$ cat config.mk
export PLATFORM = sky130hd
export DESIGN_NAME = div_operand_stage_flat
export DESIGN_NICKNAME = d
export VERILOG_FILES = /design/src/rtl/div_operand_stage_if.sv /design/src/rtl/div_operand_stage.sv /design/src/flat_wrapper.sv
export SDC_FILE = /design/constraint.sdc
export NUM_CORES = 1
export LEC_CHECK = 0
export BUFFER_PORTS_ARGS = -buffer_cell sky130_fd_sc_hd__buf_4
export CAP_MARGIN = 0
export CORE_ASPECT_RATIO = 1.75
export CORE_MARGIN = 5
export CORE_UTILIZATION = 50
export DETAILED_ROUTE_END_ITERATION = 8
export GPL_TIMING_DRIVEN = 0
export HOLD_SLACK_MARGIN = 0.05
export PLACE_DENSITY = 0.78
export SYNTH_ARGS = -nofsm -noshare
export SYNTH_HDL_FRONTEND = slang
export SYNTH_SLANG_ARGS = --single-unit
$ cat constraint.sdc
create_clock -name clk -period 4.2 [get_ports clk]
set_clock_uncertainty 0.2 [all_clocks]
set_input_delay 0.42 -clock clk [delete_from_list [all_inputs] [get_ports clk]]
set_output_delay 0.42 -clock clk [all_outputs]
set_load 0.05 [all_outputs]
$ cat src/rtl/div_operand_stage_if.sv
// Valid/ready data stream interface with end-of-transfer flag, used on both
// sides of the divider operand stage.
interface dti_s_if #(
  parameter int W = 16
);
  logic         valid;
  logic         ready;
  logic         eot;
  logic [W-1:0] data;

  modport producer (output valid, output data, output eot, input ready);
  modport consumer (input valid, input data, input eot, output ready);
endinterface

$ cat src/rtl/div_operand_stage.sv
// Operand stage ahead of the divider: joins dividend/divisor streams into a
// 2-entry FIFO. Define DIV_OPERAND_ZERO_DROP_EN to drop and count zero divisors.
module div_operand_stage #(
  parameter int W_DIN0 = 16,
  parameter int W_DIN1 = 16
) (
  input  logic       clk,
  input  logic       rst,
  dti_s_if.consumer  din0,
  dti_s_if.consumer  din1,
  dti_s_if.producer  dout0,
  dti_s_if.producer  dout1
`ifdef DIV_OPERAND_ZERO_DROP_EN
  ,
  output logic [15:0] zero_cnt
`endif
);

  logic [W_DIN0-1:0] dividend_mem [2];
  logic [W_DIN1-1:0] divisor_mem  [2];
  logic              wr_ptr;
  logic              rd_ptr;
  logic [1:0]        count;

  logic accept;
  logic push;
  logic pop;
  logic divisor_zero;
  logic unused_eot;

  assign unused_eot   = din0.eot ^ din1.eot;
  assign divisor_zero = (din1.data == '0);

  // Ready is gated by rst so both inputs refuse pairs while reset is held.
  assign accept = rst & din0.valid & din1.valid & (count != 2'd2);

`ifdef DIV_OPERAND_ZERO_DROP_EN
  assign push = accept & ~divisor_zero;
`else
  assign push = accept;
`endif

  assign pop = (count != 2'd0) & dout0.ready & dout1.ready;

  assign din0.ready  = accept;
  assign din1.ready  = accept;
  assign dout0.valid = (count != 2'd0);
  assign dout1.valid = (count != 2'd0);
  assign dout0.data  = dividend_mem[rd_ptr];
  assign dout1.data  = divisor_mem[rd_ptr];
  assign dout0.eot   = 1'b0;
  assign dout1.eot   = 1'b0;

  always_ff @(posedge clk or negedge rst) begin
    if (!rst) begin
      wr_ptr          <= 1'b0;
      rd_ptr          <= 1'b0;
      count           <= 2'd0;
      dividend_mem[0] <= '0;
      dividend_mem[1] <= '0;
      divisor_mem[0]  <= '0;
      divisor_mem[1]  <= '0;
    end else begin
      if (push) begin
        dividend_mem[wr_ptr] <= din0.data;
        divisor_mem[wr_ptr]  <= din1.data;
        wr_ptr               <= ~wr_ptr;
      end
      if (pop) begin
        rd_ptr <= ~rd_ptr;
      end
      case ({push, pop})
        2'b10:   count <= count + 2'd1;
        2'b01:   count <= count - 2'd1;
        default: count <= count;
      endcase
    end
  end

`ifdef DIV_OPERAND_ZERO_DROP_EN
  // Dropped pairs are still handshaked; only the counter records them.
  always_ff @(posedge clk or negedge rst) begin
    if (!rst) begin
      zero_cnt <= 16'd0;
    end else if (accept && divisor_zero && (zero_cnt != 16'hFFFF)) begin
      zero_cnt <= zero_cnt + 16'd1;
    end
  end
`endif

endmodule

$ cat src/flat_wrapper.sv
// flat-port wrapper written by rule: the top's interface ports become plain ports
module div_operand_stage_flat 
#(
  parameter int W_DIN0 = 16,
  parameter int W_DIN1 = 16
)
  (clk, rst, din0_valid, din0_data, din0_eot, din0_ready, din1_valid, din1_data, din1_eot, din1_ready, dout0_valid, dout0_data, dout0_eot, dout0_ready, dout1_valid, dout1_data, dout1_eot, dout1_ready);
  dti_s_if #(.W(16)) din0_i ();
  dti_s_if #(.W(16)) din1_i ();
  dti_s_if #(.W(16)) dout0_i ();
  dti_s_if #(.W(16)) dout1_i ();
  input  logic clk;
  input  logic rst;
  input wire logic [$bits(din0_i.valid)-1:0] din0_valid;
  input wire logic [$bits(din0_i.data)-1:0] din0_data;
  input wire logic [$bits(din0_i.eot)-1:0] din0_eot;
  output wire logic [$bits(din0_i.ready)-1:0] din0_ready;
  input wire logic [$bits(din1_i.valid)-1:0] din1_valid;
  input wire logic [$bits(din1_i.data)-1:0] din1_data;
  input wire logic [$bits(din1_i.eot)-1:0] din1_eot;
  output wire logic [$bits(din1_i.ready)-1:0] din1_ready;
  output wire logic [$bits(dout0_i.valid)-1:0] dout0_valid;
  output wire logic [$bits(dout0_i.data)-1:0] dout0_data;
  output wire logic [$bits(dout0_i.eot)-1:0] dout0_eot;
  input wire logic [$bits(dout0_i.ready)-1:0] dout0_ready;
  output wire logic [$bits(dout1_i.valid)-1:0] dout1_valid;
  output wire logic [$bits(dout1_i.data)-1:0] dout1_data;
  output wire logic [$bits(dout1_i.eot)-1:0] dout1_eot;
  input wire logic [$bits(dout1_i.ready)-1:0] dout1_ready;
  assign din0_i.valid = din0_valid;
  assign din0_i.data = din0_data;
  assign din0_i.eot = din0_eot;
  assign din0_ready = din0_i.ready;
  assign din1_i.valid = din1_valid;
  assign din1_i.data = din1_data;
  assign din1_i.eot = din1_eot;
  assign din1_ready = din1_i.ready;
  assign dout0_valid = dout0_i.valid;
  assign dout0_data = dout0_i.data;
  assign dout0_eot = dout0_i.eot;
  assign dout0_i.ready = dout0_ready;
  assign dout1_valid = dout1_i.valid;
  assign dout1_data = dout1_i.data;
  assign dout1_eot = dout1_i.eot;
  assign dout1_i.ready = dout1_ready;
  div_operand_stage #(.W_DIN0(W_DIN0), .W_DIN1(W_DIN1)) u_core (.clk(clk), .rst(rst), .din0(din0_i), .din1(din1_i), .dout0(dout0_i), .dout1(dout1_i));
endmodule
==> flow_metrics.py, run 1 <==
metrics = {
    "route": {
        "first_iter_violations": 54,
        "via_count": 1846,
        "viasPerCell": 5.085,
        "wl_per_cell_um": 15.77,
        "antenna_left": 0,
        "drc_errors": 0,
        "firstDrtPassIters": 3,
        "wl_mm": 5.726,
    },
    "setup_path": {
        "crit_required_ns": 3.58,
        "cp-start-kind": "input pin",
        "crit_path_max_fanout": 71,
        "criticalPathCategory": "in -> out",
        "critPathArrivalTime_ns": 2.39,
        "end_kind": "primary output",
    },
    "global_routing": {
        "grt_max_degree": 72,
        "grt_pass1_vias": 2114,
        "grt_pass1_wl_mm": 9.515,
        "gr-usage-all-layers": 0.1654,
        "antenna_found_initial": 0,
        "gr-total-overflow": 0,
    },
    "placement": {
        "hpwl_mm": 4.141,
        "routabilityCongestion": 0.7155,
        "pre_cts_slack_ns": 1.636,
        "portBuffers": 73,
    },
    "final_layout": {
        "final_nets": 322,
        "synthToLayoutAreaGrowth_pct": 27.25,
        "mostFrequentLayoutCells": "92 x mux2_2, 77 x buf_4, 68 x dfrtp_1, 11 x clkbuf_8, 6 x buf_6",
        "num_antenna_cells": 0,
        "drive_gt1_frac": 0.6842,
        "final_common_cell": "mux2_2",
    },
    "floorplan": {
        "ios": 78,
        "initial_core_util": 0.5169,
        "die-area_um2": 7799,
        "rows": 37,
        "core-area_um2": 5879,
        "die_x_um": 68.94,
        "fp.dieH_um": 113.1,
    },
    "timing": {
        "finalHoldViolations": 0,
        "timing.final.ws_setup_ns": 1.189,
        "slew_violations": 0,
        "min_period_over_period": 0.7169,
        "holdWs_ns": 0.1052,
        "layout_min_cycle_time_ns": 3.011,
        "slew_headroom": 0.4139,
        "fmax_ghz": 0.3321,
        "setup_viol": 0,
        "rsz0062_at_grt": "false",
        "fin_setup_tns_ns": 0,
        "worst_pin_slew_ns": 0.8791,
    },
    "synth": {
        "ys_ff_latch": 68,
        "syn-cell-area_um2": 3039,
        "synthCells": 195,
        "synthDominantAreaCellType": "dfrtp_1",
        "synth_seq_area_share": 0.5599,
        "yosysWarnings": 0,
        "synth_cell_types": 19,
        "synthTopCellsByArea": "dfrtp_1 56%, mux2_2 34%, buf_6 2.2%",
        "yosysTopAreaCellShare": 0.5599,
        "syn_area_per_cell_um2": 15.59,
    },
    "clock_tree": {
        "cts-root-buf": "clkbuf_8",
        "postCtsResizedCells": 0,
        "cts_max_path_buffers": 2,
        "clock_latency_ns": 0.33,
        "clkTransAtPathRegs_ns": 0.06,
        "htreeDepth": 3,
        "cts_tree": "yes",
        "clkSinkCount": 68,
        "post_cts_buffers": 0,
        "cts_buffers": 9,
    },
    "worst_hold_path": {
        "hp-class": "in -> reg",
    },
    "run": {
        "drv_cap": 0,
    },
    "outcome": {
        "outcome": "completed",
    },
}
-- cells by family (layout without fill, tap and decap cells) --
logic type | after synthesis | after routing | synth area share
adder cells (fa/ha/maj) | 1 | 1 | 0.004116
AND/OR/NAND/NOR | 9 | 9 | 0.02512
flip-flops | 68 | 68 | 0.5599
multiplexers | 96 | 96 | 0.3557
XOR/XNOR | 5 | 5 | 0.01441
buffers and inverters | 15 | 104 | 0.03952
other | 1 | 2 | 0.001234
-- stage by stage --
step	instances	cell area (um2)	utilization
after global routing	363	3867	0.6578
final	363	3867	0.6578
after detailed placement	347	3689	0.6274
after global placement	347	3689	0.6274
after floorplan	196	3043	-
after CTS	363	3867	0.6578
-- cells in the mapped netlist --
cell and number:
mux2_2 92, dfrtp_1 68, buf_6 6, buf_4 4, mux2_1 4, buf_2 3
xnor2_1 3, nand4b_1 2, nor2_4 2, xor2_1 2, and3_1 1, clkbuf_1 1
conb_1 1, ha_1 1, inv_1 1, nand4_1 1, nor2_1 1, nor2b_4 1
or2_2 1
-- critical path, stage by stage --
cell,delay [ns]
dlygate4sd3_1,0.53
buf_4,0.68
nand4b_1,0.30
inv_1,0.14
buf_4,0.11
buf_4,0.18
-- registers in the layout, indices dropped and copies added (netlist names) --
signal	flops
u_core.count	2
u_core.dividend_mem	32
u_core.divisor_mem	32
u_core.rd_ptr	1
u_core.wr_ptr	1
-- timing repair --
item | CTS | global route
hold buffers | 1 | 0
setup endpoints to repair | 0 | 0
hold endpoints to repair | 68 | 0
-- final cells by class --
cell class                      count  area (um2)
Clock inverter                      2       10.01
Multi-Input combinational cell    113        1221
Buffer                             14       116.4
Clock buffer                       13       158.9
Sequential cell                    68        1702
Tap cell                           78       97.59
Fill cell                         493        2012
Inverter                            1       3.754
Timing Repair Buffer               74       558.0
-- per-layer routing --
layer	part of all wire	track usage	up-vias	routed length [um]
li1	-	-	853	-
met1	0.36	0.1695	937	2082
met2	0.55	0.2889	45	3153
met3	0.067	0.06157	11	382
met4	0.019	0.07031	0	107
met5	0	0	-	0
-- worst paths after layout --
path | start | to | slack, ns | cells after the start
worst max register to register | u_core.count[0]$_DFFE_PN0P_ | u_core.count[1]$_DFFE_PN0P_ | 2.30 | 5
max in group asynchronous | rst | u_core.dividend_mem[12]$_DFFE_PN0P_ | 2.68 | 2
worst max-delay path | rst | din1_ready | 1.19 | 6
worst min-delay path | din1_data[6] | u_core.divisor_mem[6]$_DFFE_PN0P_ | 0.11 | 2
min in group asynchronous | rst | u_core.divisor_mem[10]$_DFFE_PN0P_ | 0.55 | 2
worst min register to register | u_core.divisor_mem[31]$_DFFE_PN0P_ | u_core.divisor_mem[31]$_DFFE_PN0P_ | 0.29 | 1
Power of run 1 is not shown: default switching activity piles up to over one toggle a cycle in this logic, so the estimate is an artifact.
==> run 2: changes to the inputs <==
--- a/config.mk
+++ b/config.mk
@@ -9,11 +9,11 @@
 export CAP_MARGIN = 0
 export CORE_ASPECT_RATIO = 1.75
 export CORE_MARGIN = 5
-export CORE_UTILIZATION = 50
+export CORE_UTILIZATION = 47
 export DETAILED_ROUTE_END_ITERATION = 8
 export GPL_TIMING_DRIVEN = 0
 export HOLD_SLACK_MARGIN = 0.05
-export PLACE_DENSITY = 0.78
+export PLACE_DENSITY = 0.77
 export SYNTH_ARGS = -nofsm -noshare
 export SYNTH_HDL_FRONTEND = slang
 export SYNTH_SLANG_ARGS = --single-unit
==> constraint.sdc (replaced) <==
create_clock -name clk -period 2.6 [get_ports clk]
set_clock_uncertainty 0.2 [all_clocks]
set_input_delay 0.26 -clock clk [delete_from_list [all_inputs] [get_ports clk]]
set_output_delay 0.26 -clock clk [all_outputs]
set_load 0.05 [all_outputs]
==> flow_metrics.py, run 2 (synthesized netlist as in run 1, its figures left out) <==
metrics = {
    "timing": {
        "min_period_over_period": 0.8850,
        "slew_violations": 0,
        "fin_setup_tns_ns": 0,
        "slew_headroom": 0.4143,
        "layout_min_cycle_time_ns": 2.301,
        "holdWs_ns": -0.1710,
        "timing.final.ws_setup_ns": 0.2989,
        "finalHoldViolations": 68,
        "setup_viol": 0,
        "fmax_ghz": 0.4346,
        "rsz0062_at_grt": "false",
        "worst_pin_slew_ns": 0.8786,
    },
    "placement": {
        "hpwl_mm": 4.371,
        "numPlacedInstances": 349,
        "pre_cts_slack_ns": 0.1860,
        "portBuffers": 73,
        "routabilityCongestion": 0.7343,
        "placed_area_um2": 3691,
    },
    "power_and_ir_drop": {
        "finalPower_mw": 6.072,
        "power_leakage_nw": 1.915,
        "powerDensity_nw_per_um2": 1454,
        "peakVddDrop_mv": 0.8040,
    },
    "floorplan": {
        "fp.dieH_um": 116.4,
        "core-area_um2": 6276,
        "initial_core_util": 0.4843,
        "die-area_um2": 8238,
        "rows": 38,
        "die_x_um": 70.79,
        "ios": 78,
    },
    "setup_path": {
        "end_kind": "primary output",
        "cp_cell_sequence": "clkbuf_1 -> buf_2 -> mux2_2 -> buf_4",
        "timing.critical_path.to": "dout0_data[14]",
        "criticalPathCategory": "reg -> out",
        "r2r_start": "u_core.count[0]$_DFFE_PN0P_",
        "crit_path_max_fanout": 10,
        "crit_slowest_cell": "mux2_2",
        "critPathArrivalTime_ns": 1.84,
        "crit_required_ns": 2.14,
        "r2r_cells": 5,
        "reg2reg_to": "u_core.count[1]$_DFFE_PN0P_",
        "reg2reg_slack_ns": 0.72,
        "cp-start-kind": "flip-flop",
        "startpoint": "u_core.rd_ptr$_DFFE_PN0P_",
        "crit_path_max_incr_delay_ns": 0.39,
    },
    "route": {
        "wl_met3_um": 290,
        "first_iter_violations": 45,
        "viasPerCell": 4.982,
        "route.met2.wl_mm": 3.856,
        "wl_mm": 6.674,
        "wl_per_cell_um": 16.77,
        "via_count": 1983,
        "firstDrtPassIters": 3,
        "antenna_left": 0,
        "drt-met1-wl_mm": 2.357,
        "drc_errors": 0,
        "top_layer": "met4",
    },
    "clock_tree": {
        "cts_tree": "yes",
        "clkSinkCount": 68,
        "ctsHoldBuffers": 32,
        "clkTransAtPathRegs_ns": 0.07,
        "cts_buffers": 9,
        "cts-root-buf": "clkbuf_8",
        "post_cts_buffers": 0,
        "cts_max_path_buffers": 2,
        "htreeDepth": 3,
        "postCtsResizedCells": 0,
        "clock_latency_ns": 0.35,
    },
    "worst_hold_path": {
        "hp-class": "in -> async",
    },
    "final_layout": {
        "utilization": 0.6655,
        "final_nets": 353,
        "final_common_cell": "mux2_2",
        "mostFrequentLayoutCells": "92 x mux2_2, 77 x buf_4, 68 x dfrtp_1, 32 x dlygate4sd3_1, 10 x clkbuf_8",
        "top_regs": "u_core.dividend_mem (32), u_core.divisor_mem (32), u_core.count (2)",
        "fillCellCount": 482,
        "seq_area_um2": 1702,
        "multi_input_comb_area_um2": 1221,
        "fin_cells": 398,
        "post-route-cell-area_um2": 4177,
        "synthToLayoutAreaGrowth_pct": 37.42,
        "drive_gt1_frac": 0.6120,
    },
    "global_routing": {
        "gr-total-overflow": 0,
        "grt_pass1_vias": 2270,
        "grt_pass1_wl_mm": 10.90,
        "grt_max_degree": 72,
        "antenna_found_initial": 0,
        "gr-usage-all-layers": 0.1754,
    },
    "outcome": {
        "violations": "hold timing",
        "outcome": "complete, but fails checks",
    },
    "run": {
        "drv_cap": 0,
    },
}
[run 2: metal layers]
layer / vias to the layer above / global-route usage
met4: 0 / 0.09536
li1: 922 / -
met1: 1002 / 0.1656
met2: 45 / 0.3354
met5: - / 0
met3: 14 / 0.04737
[run 2: area by class of cell]
| class | instances | area share |
|---|---|---|
| multi-input combinational | 113 | 0.2924 |
| inverter | 1 | 0.0008987 |
| sequential | 68 | 0.4074 |
| clock buffer | 14 | 0.03655 |
| timing repair buffer | 105 | 0.2079 |
| clock inverter | 2 | 0.002397 |
| buffer | 14 | 0.02786 |
| antenna | 1 | 0.0005992 |
| tap | 80 | 0.02397 |
[run 2: power breakdown]
group	internal, mW	total [mW]	switching [mW]
Clock	0.370	0.745	0.374
Sequential	1.59	1.85	0.263
Combinational	1.40	3.48	2.08
Total	3.35	6.07	2.72
[run 2: how the worst min path moves through the flow]
stage,startpoint,to,slack (ns),depth (start not counted)
2_1_floorplan,rst,u_core.count[0]$_DFFE_PN0P_,-0.24,0
3_3_place_gp,rst,u_core.divisor_mem[25]$_DFFE_PN0P_,0.22,1
3_5_place_dp,rst,u_core.count[1]$_DFFE_PN0P_,0.24,1
4_1_cts,rst,u_core.count[1]$_DFFE_PN0P_,-0.14,1
5_1_grt,rst,u_core.divisor_mem[26]$_DFFE_PN0P_,-0.1,1
6_report,rst,u_core.divisor_mem[26]$_DFFE_PN0P_,-0.17,1
[run 2: worst max-delay path, delay by kind of cell, from the launching register on]
| kind | cells | cell delay, ns |
|---|---|---|
| mux | 1 | 0.39 |
| buf+inv | 3 | 0.79 |
| flops | 1 | 0.32 |
Power figures use the tool's default switching activity.
